File: src/rtl/seq_pkg.sv
// Shared definitions for the sequence-detector scan controller: FSM states,
// default parameters and the width helpers used to size the slot and index fields.
package seq_pkg;

    typedef enum logic [2:0] {
        IDLE  = 3'd0,
        CLEAR = 3'd1,
        SHIFT = 3'd2,
        DRAIN = 3'd3,
        DONE  = 3'd4
    } state_e;

    localparam int DEF_W     = 20;
    localparam int DEF_CNT_W = 4;
    localparam int DEF_Z_LAT = 1;

    // Number of 2-bit symbols in a W-bit word.
    function automatic int sym_count(input int w);
        return w / 2;
    endfunction

    function automatic int idx_width(input int w);
        return (w / 2 > 1) ? $clog2(w / 2) : 1;
    endfunction

    // The slot counter must reach N_SYM + Z_LAT - 1 without wrapping.
    function automatic int slot_width(input int w, input int z_lat);
        return $clog2(w / 2 + z_lat + 1);
    endfunction

endpackage

File: src/rtl/seq_sym_shifter.sv
// W-bit load / shift-by-2 register presenting the word MSB-first as A/B symbols.
// The symbol outputs are registered and read zero on every cycle that is not a shift.
module seq_sym_shifter #(
    parameter int W = 20
) (
    input  logic         clk,
    input  logic         clr,
    input  logic         load,
    input  logic         shift,
    input  logic [W-1:0] word_in,
    output logic         A,
    output logic         B
);

    logic [W-1:0] sr_q, sr_d;
    logic [1:0]   sym_q, sym_d;

    always_comb begin
        sr_d  = sr_q;
        sym_d = 2'b00;
        if (load) begin
            sr_d = word_in;
        end else if (shift) begin
            sym_d = sr_q[W-1 -: 2];
            sr_d  = {sr_q[W-3:0], 2'b00};
        end
    end

    // Word storage needs no reset: it is always reloaded before it is shifted out.
    always_ff @(posedge clk) begin
        sr_q <= sr_d;
    end

    always_ff @(posedge clk or posedge clr) begin
        if (clr) begin
            sym_q <= 2'b00;
        end else begin
            sym_q <= sym_d;
        end
    end

    assign A = sym_q[1];
    assign B = sym_q[0];

endmodule

File: src/rtl/seq_scan_ctrl.sv
// Runs the 2-bit-per-cycle sequence detector from a parallel word: clears it,
// streams W/2 symbols, attributes each (latency-delayed) Z to its symbol and reports hits.
module seq_scan_ctrl
    import seq_pkg::*;
#(
    parameter  int W     = DEF_W,
    parameter  int CNT_W = DEF_CNT_W,
    parameter  int Z_LAT = DEF_Z_LAT,
    localparam int IDX_W = idx_width(W)
) (
    input  logic             clk,
    input  logic             clr,
    input  logic             start,
    input  logic [W-1:0]     word_in,
    output logic             A,
    output logic             B,
    output logic             det_clr,
    input  logic             Z,
    output logic             busy,
    output logic             done,
    output logic [CNT_W-1:0] hit_cnt,
    output logic             hit_valid,
    output logic [IDX_W-1:0] first_hit_idx
);

    localparam int N_SYM  = sym_count(W);
    localparam int SLOT_W = slot_width(W, Z_LAT);

    localparam logic [SLOT_W-1:0] LAST_SYM_SLOT = SLOT_W'(N_SYM - 1);
    localparam logic [SLOT_W-1:0] LAST_SLOT     = SLOT_W'(N_SYM - 1 + Z_LAT);
    localparam logic [SLOT_W-1:0] LAT           = SLOT_W'(Z_LAT);
    localparam logic [CNT_W-1:0]  CNT_MAX       = '1;

    state_e state_q, state_d;

    logic [SLOT_W-1:0] slot_q, slot_d;
    logic [CNT_W-1:0]  hit_cnt_q, hit_cnt_d;
    logic              hit_valid_q, hit_valid_d;
    logic [IDX_W-1:0]  first_idx_q, first_idx_d;
    logic              det_clr_q, det_clr_d;
    logic              busy_q, busy_d;
    logic              done_q, done_d;

    logic              accept;
    logic              shift_en;
    logic              sampling;
    logic              attributed;
    logic [SLOT_W-1:0] sym_slot;

    always_ff @(posedge clk or posedge clr) begin
        if (clr) begin
            state_q <= IDLE;
        end else begin
            state_q <= state_d;
        end
    end

    always_comb begin
        state_d = state_q;
        unique case (state_q)
            IDLE:  if (start) state_d = CLEAR;
            CLEAR: state_d = SHIFT;
            SHIFT: if (slot_q == LAST_SYM_SLOT) state_d = (Z_LAT == 0) ? DONE : DRAIN;
            DRAIN: if (slot_q == LAST_SLOT) state_d = DONE;
            DONE:  state_d = start ? CLEAR : IDLE;
            default: state_d = IDLE;
        endcase
    end

    // Outputs are registered, so they are decoded from the state being entered.
    always_comb begin
        accept    = start && (state_q == IDLE || state_q == DONE);
        shift_en  = (state_d == SHIFT);
        det_clr_d = (state_d == CLEAR);
        busy_d    = (state_d == CLEAR) || (state_d == SHIFT) || (state_d == DRAIN);
        done_d    = (state_d == DONE);
    end

    always_comb begin
        sampling    = (state_q == SHIFT) || (state_q == DRAIN);
        sym_slot    = slot_q - LAT;
        attributed  = sampling && (slot_q >= LAT);
        slot_d      = sampling ? slot_q + 1'b1 : '0;
        hit_cnt_d   = hit_cnt_q;
        hit_valid_d = hit_valid_q;
        first_idx_d = first_idx_q;
        if (accept) begin
            hit_cnt_d   = '0;
            hit_valid_d = 1'b0;
            first_idx_d = '0;
        end else if (attributed && Z) begin
            if (hit_cnt_q != CNT_MAX) hit_cnt_d = hit_cnt_q + 1'b1;
            if (!hit_valid_q) begin
                hit_valid_d = 1'b1;
                first_idx_d = sym_slot[IDX_W-1:0];
            end
        end
    end

    always_ff @(posedge clk or posedge clr) begin
        if (clr) begin
            slot_q      <= '0;
            hit_cnt_q   <= '0;
            hit_valid_q <= 1'b0;
            first_idx_q <= '0;
            det_clr_q   <= 1'b0;
            busy_q      <= 1'b0;
            done_q      <= 1'b0;
        end else begin
            slot_q      <= slot_d;
            hit_cnt_q   <= hit_cnt_d;
            hit_valid_q <= hit_valid_d;
            first_idx_q <= first_idx_d;
            det_clr_q   <= det_clr_d;
            busy_q      <= busy_d;
            done_q      <= done_d;
        end
    end

    seq_sym_shifter #(
        .W(W)
    ) u_shifter (
        .clk     (clk),
        .clr     (clr),
        .load    (accept),
        .shift   (shift_en),
        .word_in (word_in),
        .A       (A),
        .B       (B)
    );

    assign det_clr       = det_clr_q;
    assign busy          = busy_q;
    assign done          = done_q;
    assign hit_cnt       = hit_cnt_q;
    assign hit_valid     = hit_valid_q;
    assign first_hit_idx = first_idx_q;

endmodule

File: config.mk
export PLATFORM = sky130hd
export DESIGN_NAME = seq_scan_ctrl
export DESIGN_NICKNAME = d
export VERILOG_FILES = /design/src/rtl/seq_pkg.sv /design/src/rtl/seq_sym_shifter.sv /design/src/rtl/seq_scan_ctrl.sv
export SDC_FILE = /design/constraint.sdc
export NUM_CORES = 1
export LEC_CHECK = 0
export ABC_CLOCK_PERIOD_IN_PS = 4300
export CAP_MARGIN = 30
export CORE_MARGIN = 5
export CORE_UTILIZATION = 49
export CTS_CLUSTER_DIAMETER = 80
export CTS_CLUSTER_SIZE = 16
export DETAILED_ROUTE_END_ITERATION = 7
export PLACE_DENSITY_LB_ADDON = 0.15
export SYNTH_ARGS = -nofsm -noshare
export SYNTH_HDL_FRONTEND = slang
export SYNTH_SLANG_ARGS = --single-unit
File: constraint.sdc
create_clock -name clk -period 4.3 [get_ports clk]
set_clock_uncertainty 0.05 [all_clocks]
set_input_delay 0.43 -clock clk [delete_from_list [all_inputs] [get_ports clk]]
set_output_delay 0.43 -clock clk [all_outputs]
set_load 0.005 [all_outputs]
==> results of run 1 <==
final cells by class:
type                            count  area, um2
Clock buffer                        7      97.59
Clock inverter                      1      3.754
Fill cell                         302       1310
Inverter                            5      18.77
Multi-Input combinational cell    123      694.4
Sequential cell                    41       1126
Tap cell                           48      60.06
Timing Repair Buffer               38      377.9
per-stage QoR:
stage | utilization | hold WS [ns] | power (mW) | cell area, um2
after floorplan | - | 0.3565 | 1.181 | 1891
after global placement | 0.6174 | 0.3964 | 1.369 | 2277
after detailed placement | 0.6174 | 0.4038 | 1.401 | 2277
after CTS | 0.6448 | 0.4310 | 1.685 | 2379
after global routing | 0.6448 | 0.4605 | 1.797 | 2379
final | 0.6448 | 0.4221 | 1.659 | 2379
sequential cells by signal, indices dropped and copies added (netlist names):
signal           count
busy                 1
det_clr              1
done                 1
first_hit_idx        4
hit_cnt              4
hit_valid            1
slot_q               4
state_q              3
u_shifter.sr_q      20
u_shifter.sym_q      2
critical path, cell delays in order, from the launching register on:
cell and delay, ns:
dfrtp_1 0.48, nor2_1 0.18, nand2_1 0.41, inv_1 0.48, and2b_2 0.26, mux2_1 0.28
path summary, 6_finish.rpt:
kind / startpoint / to / slack (ns) / cells past startpoint
setup / recovery: state_q[0] / hit_cnt[3] / 2.03 / 5
hold / removal: u_shifter.sr_q[19] / u_shifter.sym_q[1] / 0.42 / 1
setup reg to reg: state_q[0] / hit_cnt[3] / 2.03 / 5
hold reg to reg: u_shifter.sr_q[19] / u_shifter.sym_q[1] / 0.42 / 1
max in group asynchronous: clr / hit_cnt[3] / 3.17 / 2
min in group asynchronous: clr / slot_q[0] / 0.54 / 2
report_power, final:
group / total, mW / switching, mW / internal [mW]
clock network: 0.273 / 0.125 / 0.148
registers: 0.786 / 0.118 / 0.669
logic: 0.600 / 0.306 / 0.294
total: 1.66 / 0.548 / 1.11
per-layer routing:
metal	wire length, um	global-route usage	vias up
met5	0	0	-
met4	60	0.06263	0
met3	253	0.05956	5
met2	1589	0.2164	34
met1	1572	0.1909	609
li1	-	-	653
placed cells by master (no fill, tap or decap), drive strengths merged, types with 2 or more instances in the layout:
cell type	netlist	routed
a21oi	4	4
and2	4	4
and2b	3	3
and3	2	2
clkbuf	4	7
clkdlybuf4s50	0	37
dfrtp	21	21
edfxtp	20	20
ha	5	5
inv	5	5
mux2i	5	5
nand2	58	58
nand2b	2	2
nand3	2	2
nand3b	2	2
nor2	17	17
nor2b	2	2
o21ai	2	2
xnor2	2	2
xor2	3	3
kinds of logic (layout without fill, tap and decap cells):
group	Yosys count	after routing	share of synthesized area
flops	41	41	0.5956
buf+inv	13	51	0.04037
fa+ha+maj	5	5	0.03309
xor+xnor	5	5	0.02317
compound gates	10	10	0.03310
mux	6	6	0.03243
simple gates	97	97	0.2422
==> flow_summary.toml, run 1 <==
[clock_tree]
cts_made_buffers = 5
cts_tree = "built"
post_cts_resized = 0
cts_hold_buf = 0
cts.clk_slew.worst_paths_ns = 0.07
cts-htree-levels = 2
cts-root-buf = "clkbuf_8"
clk_latency_ns = 0.29
post-cts-setup-buffers = 0
cts_max_path_buffers = 2
clock_sinks = 41

[route]
wirelength_um = 3475
dr.pass1.iters = 4
ant_nets = 0
drt_iter0_markers = 90
num_vias = 1301
post_drt_wl_per_cell_um = 13.21
vias_per_cell = 4.947
drc = 0

[sta]
grt_setup_unrepaired = "no"
hold_viol = 0
max-slew-margin-rel = 0.3250
slew_violations = 0
fmax_mhz = 440.9
fin_tns_setup_ns = 0
period_share = 0.5274
fin_crit_ns = 2.268
setup_violations = 0
timing.final.ws_setup_ns = 2.032
max_slew.worst_pin.slew_ns = 1.012

[logic_synthesis]
synth-seq-cells = 41
synthCells = 177
synthArstFlopShare = 0.5122
yosysMostFrequentCell = "nand2_1"
syn_nets = 206
yosys-top-cells-area = "edfxtp_1 (32%), dfrtp_1 (28%), nand2_1 (12%), nor2_1 (3.4%), ha_1 (3.3%)"
synth_ff_type = "dfrtp_1"
synth_top_area_frac = 0.3177
syn_area_um2 = 1891
ys.warnings.count = 0
synth_area_per_cell_um2 = 10.68
yosysTopAreaCell = "edfxtp_1"
synth_edf_count = 20
ys_types = 33
ys_seq_area_frac = 0.5956
synth_common_cells = "nand2_1 (58), dfrtp_1 (21), edfxtp_1 (20)"

[cells_and_area]
fin_nets = 243
drive_above_1_share = 0.07442
final_cells = 263
area_growth_pct = 25.81
diodes = 0

[global_routing]
grtUsageTotal = 0.1468
grt_max_degree = 22
grt-ovfl-total = 0
grt_pass1_wl_um = 5885
grt_pass1_vias = 1302
antenna_found_initial = 0

[floorplan]
die_area_um2 = 5201
initial_core_util = 0.5126
num_rows = 22
pin_count = 38
dieHeight_um = 72.12
fp.dieW_um = 72.12
core_area_um2 = 3689

[critical_path]
worst_setup_path_start_kind = "flop"
crit_fanout = 20
end_kind = "flop"
crit_required_ns = 4.42
worstSetupPathType = "reg -> reg"
critPathArrivalTime_ns = 2.39

[placed_design]
placedCellCount = 255
place_congestion = 0.8018
place_ws_ns = 1.736
port_buffers = 37
dp_hpwl_um = 2431

[run]
max-cap-violations = 0

[power_and_ir_drop]
ir_drop_uv = 348.3
pwr_density_cell_nw_per_um2 = 697.4
leakage_nw = 1.079

[status]
status = "completed"

[min_path]
hp-class = "reg -> reg"
Note: power is estimated with default switching activity, not from simulation.
==> run 2: changes to the inputs <==
--- a/config.mk
+++ b/config.mk
@@ -5,7 +5,7 @@
 export SDC_FILE = /design/constraint.sdc
 export NUM_CORES = 1
 export LEC_CHECK = 0
-export ABC_CLOCK_PERIOD_IN_PS = 4300
+export ABC_CLOCK_PERIOD_IN_PS = 2100
 export CAP_MARGIN = 30
 export CORE_MARGIN = 5
 export CORE_UTILIZATION = 49
==> constraint.sdc (replaced) <==
create_clock -name clk -period 2.1 [get_ports clk]
set_clock_uncertainty 0.05 [all_clocks]
set_input_delay 0.21 -clock clk [delete_from_list [all_inputs] [get_ports clk]]
set_output_delay 0.21 -clock clk [all_outputs]
set_load 0.005 [all_outputs]
==> flow_summary.toml, run 2 (synthesized netlist as in run 1, its figures left out) <==
[sta]
slew_violations = 0
fin_tns_setup_ns = 0
holdWs_ns = 0.2014
max-slew-margin-rel = 0.8038
grt_setup_unrepaired = "no"
hold_viol = 0
period_share = 0.9697
setup_violations = 0
max_slew.worst_pin.slew_ns = 0.2944
fmax_mhz = 491.1
fin_crit_ns = 2.036

[power_and_ir_drop]
intPower_mw = 2.231
pwr_density_cell_nw_per_um2 = 1409
seq_power_share = 0.477
p_sw_frac = 0.3376
leakage_nw = 1.092
comb_power_share = 0.378
power.total_mw = 3.368
p_switching_mw = 1.137
p_clk_frac = 0.145
ir_drop_uv = 777.4

[cells_and_area]
top_register = "u_shifter.sr_q"
layout_common_cells = "nand2_1 (58), clkdlybuf4s50_1 (37), dfrtp_1 (21), edfxtp_1 (20), nor2_1 (17)"
largest_reg_flops = 20
fill_cells = 315
diodes = 0
fin_util = 0.6479
final_common_cell = "nand2_1"
drive_above_1_share = 0.09589
area_growth_pct = 26.41
fin_area_um2 = 2390
fin_nets = 247

[global_routing]
grt_max_degree = 22
grt_pass1_vias = 1349
grt-ovfl-total = 0
grt_pass1_wl_um = 5947
antenna_found_initial = 0
grtUsageTotal = 0.1497

[critical_path]
worst_setup_path_start_kind = "flop"
r2r_slack_ns = 0.06
crit_required_ns = 2.23
reg2reg_from = "slot_q[0]"
worstSetupPathType = "reg -> reg"
reg2reg_depth = 6
end_kind = "flop"
critPathArrivalTime_ns = 2.16
rr_endpoint = "hit_cnt[3]"
crit_fanout = 6

[clock_tree]
cts-root-buf = "clkbuf_8"
cts_max_path_buffers = 2
cts-htree-levels = 2
cts_tree = "built"
clock_sinks = 41
cts_hold_buf = 0
post_cts_resized = 0
cts.clk_slew.worst_paths_ns = 0.07
clk_latency_ns = 0.29
cts_made_buffers = 5
post-cts-setup-buffers = 0

[status]
status = "completed"

[floorplan]
num_rows = 22
core_area_um2 = 3689
pin_count = 38
fp.dieW_um = 72.12
dieHeight_um = 72.12
die_area_um2 = 5201
initial_core_util = 0.5126

[route]
post_drt_wl_per_cell_um = 13.21
num_vias = 1307
drc = 0
dr.pass1.iters = 4
wirelength_um = 3528
drt_iter0_markers = 80
ant_nets = 0
vias_per_cell = 4.895

[run]
max-cap-violations = 0

[placed_design]
port_buffers = 37
dp_hpwl_um = 2522
place_congestion = 0.8135
place_area_um2 = 2307

[min_path]
hp-class = "in -> async"
run 2: cell types whose count changed in the layout (fill, tap and decap cells not counted):
cell	delta
clkinv_2	+2
buf_4	+4
clkbuf_16	-1
clkinv_1	-1
run 2: worst max path at each step:
stage / start / to / slack (ns) / cells after the start
6_report: slot_q[0] / hit_cnt[3] / 0.06 / 6
3_3_place_gp: slot_q[0] / hit_cnt[3] / 0.14 / 6
5_1_grt: slot_q[0] / hit_cnt[3] / 0.009 / 6
3_5_place_dp: slot_q[0] / hit_cnt[3] / 0.08 / 6
2_1_floorplan: slot_q[0] / hit_cnt[3] / 0.19 / 6
4_1_cts: slot_q[0] / hit_cnt[3] / 0.06 / 6
run 2: metrics by stage:
step,setup slack [ns],instances
finish,0.06355,267
floorplan,0.1903,177
global placement,0.1445,259
CTS,0.05581,267
global route,0.009484,267
detailed placement,0.07777,259
run 2: final cells by class:
| class | count | area [um2] | area share |
|---|---|---|---|
| sequential | 41 | 1126 | 0.4712 |
| clock inverter | 2 | 10.01 | 0.004188 |
| tap | 48 | 60.06 | 0.02513 |
| multi-input combinational | 123 | 694.4 | 0.2906 |
| inverter | 5 | 18.77 | 0.007853 |
| timing repair buffer | 42 | 407.9 | 0.1707 |
| clock buffer | 6 | 72.57 | 0.03037 |
run 2: critical path: stages (launching register included):
cell and delay (ns):
dfrtp_1 0.44, inv_1 0.13, ha_1 0.20, or4b_4 0.50, and4_4 0.21, nand4_2 0.09
mux2_1 0.31
run 2: power by group through the flow:
stage / logic, mW / registers (mW) / clock network, mW
global route: 1.44 / 1.65 / 0.548
detailed placement: 1.29 / 1.62 / 0
CTS: 1.30 / 1.61 / 0.510
global placement: 1.23 / 1.59 / 0
finish: 1.27 / 1.61 / 0.488
floorplan: 0.874 / 1.55 / 0
run 2: routing by layer:
metal  global-route usage  up-vias  wire [um]
li1                     -      661          -
met2               0.2427       30       1662
met1               0.1754      610       1603
met3              0.05679        6        192
met5                    0        -          0
met4              0.06889        0         70
==> run 3: changes to the inputs <==
--- a/config.mk
+++ b/config.mk
@@ -12,6 +12,7 @@
 export CTS_CLUSTER_DIAMETER = 80
 export CTS_CLUSTER_SIZE = 16
 export DETAILED_ROUTE_END_ITERATION = 7
+export DONT_BUFFER_PORTS = 1
 export PLACE_DENSITY_LB_ADDON = 0.15
 export SYNTH_ARGS = -nofsm -noshare
 export SYNTH_HDL_FRONTEND = slang
==> flow_summary.toml, run 3 (synthesized netlist as in run 1, its figures left out) <==
[status]
status = "completed"

[route]
vias_per_cell = 5.172
dr.pass1.iters = 4
ant_nets = 0
wirelength_um = 3334
post_drt_wl_per_cell_um = 14.37
drt_iter0_markers = 62
num_vias = 1200
drc = 0

[sta]
timing.final.ws_setup_ns = 0.09661
fmax_mhz = 499.2
grt_setup_unrepaired = "no"
max-slew-margin-rel = 0.4759
hold_viol = 0
max_slew.worst_pin.slew_ns = 0.7852
slew_violations = 0
period_share = 0.9540
fin_tns_setup_ns = 0
fin_crit_ns = 2.003
setup_violations = 0

[critical_path]
reg2reg_depth = 6
worstSetupPathType = "reg -> reg"
crit_required_ns = 2.23
crit_fanout = 6
worst_setup_path_start_kind = "flop"
end_kind = "flop"
critPathArrivalTime_ns = 2.13

[global_routing]
grt_pass1_vias = 1218
grtUsageTotal = 0.1428
grt_pass1_wl_um = 5678
grt_max_degree = 22
grt-ovfl-total = 0
antenna_found_initial = 0

[clock_tree]
cts-root-buf = "clkbuf_8"
clock_sinks = 41
cts-htree-levels = 2
cts.clk_slew.worst_paths_ns = 0.08
clk_latency_ns = 0.29
cts_made_buffers = 5
cts_max_path_buffers = 2
cts_tree = "built"

[cells_and_area]
drive_above_1_share = 0.1304
final_common_cell = "nand2_1"
fin_nets = 212
diodes = 0
area_growth_pct = 9.265
largest_reg_flops = 20
seq_area_um2 = 1127
top_register = "u_shifter.sr_q"
fill_cells = 346
multiInputGateArea_um2 = 694.4
layout_common_cells = "nand2_1 (58), dfrtp_1 (20), edfxtp_1 (20), nor2_1 (17), buf_4 (6)"

[run]
max-cap-violations = 0

[power_and_ir_drop]
pwr_density_cell_nw_per_um2 = 1591
leakage_nw = 0.9623
ir_drop_uv = 722.1

[floorplan]
core_area_um2 = 3689
die_area_um2 = 5201
fp.dieW_um = 72.12
dieHeight_um = 72.12
initial_core_util = 0.5126
num_rows = 22
pin_count = 38

[placed_design]
port_buffers = 0
dp_hpwl_um = 2345
place_congestion = 0.7618
place_ws_ns = 0.06501

[min_path]
min_delay_path_depth = 2
hp-class = "in -> reg"
## run 3: worst max-delay path: stages, from the launching register on
cell and delay (ns):
dfrtp_2 0.45, inv_2 0.09, ha_1 0.19, or4b_4 0.50
and4_4 0.21, nand4_2 0.09, mux2_1 0.31
## run 3: final cells by class
class / count / share of cell area
inverters: 5 / 0.009085
repair buffers: 7 / 0.02665
flip-flops and latches: 41 / 0.5457
clock buffers: 5 / 0.03331
well taps: 48 / 0.02907
clock inverters: 3 / 0.01999
multi-input cells: 123 / 0.3362
## run 3: stage by stage
stage,power [mW],hold slack [ns],util,cell area (um2),instances
6_report,3.287,0.03544,0.5600,2066,232
5_1_grt,3.548,0.02093,0.5600,2066,232
4_1_cts,3.296,0.02617,0.5556,2049,230
3_5_place_dp,2.667,0.2485,0.5231,1929,221
3_3_place_gp,2.596,0.2372,0.5231,1929,221
2_1_floorplan,2.423,0.1365,-,1897,177
## run 3: final timing paths
check	from	endpoint	slack, ns
setup / recovery	slot_q[0]	hit_cnt[3]	0.1
hold / removal	word_in[15]	u_shifter.sr_q[15]	0.04
setup reg to reg	slot_q[0]	hit_cnt[3]	0.1
hold reg to reg	u_shifter.sr_q[19]	u_shifter.sym_q[1]	0.42
max in group asynchronous	clr	slot_q[0]	1.01
min in group asynchronous	clr	first_hit_idx[2]	0.45
## run 3: what timing repair did
action | 4_1_cts | 5_1_grt
hold buffers | 1 | 0
buffers inserted | 0 | 2
gates resized for setup | 0 | 2
endpoints found under the hold margin | 21 | 0
endpoints found under the setup margin | 0 | 1
## run 3: power by group
group	switching (mW)	total, mW	internal [mW]	leakage [nW]
logic	0.583	1.04	0.460	0.454
registers	0.262	1.63	1.36	0.457
clock network	0.267	0.617	0.350	0.0518
## run 3: layer usage
layer | GRT usage | wire length (um) | share of wire | vias to the layer above
met5 | 0 | 0 | 0 | -
met4 | 0.06889 | 71 | 0.021 | 0
met3 | 0.05402 | 262 | 0.079 | 7
met2 | 0.2113 | 1492 | 0.45 | 34
met1 | 0.1841 | 1506 | 0.45 | 570
li1 | - | - | - | 589
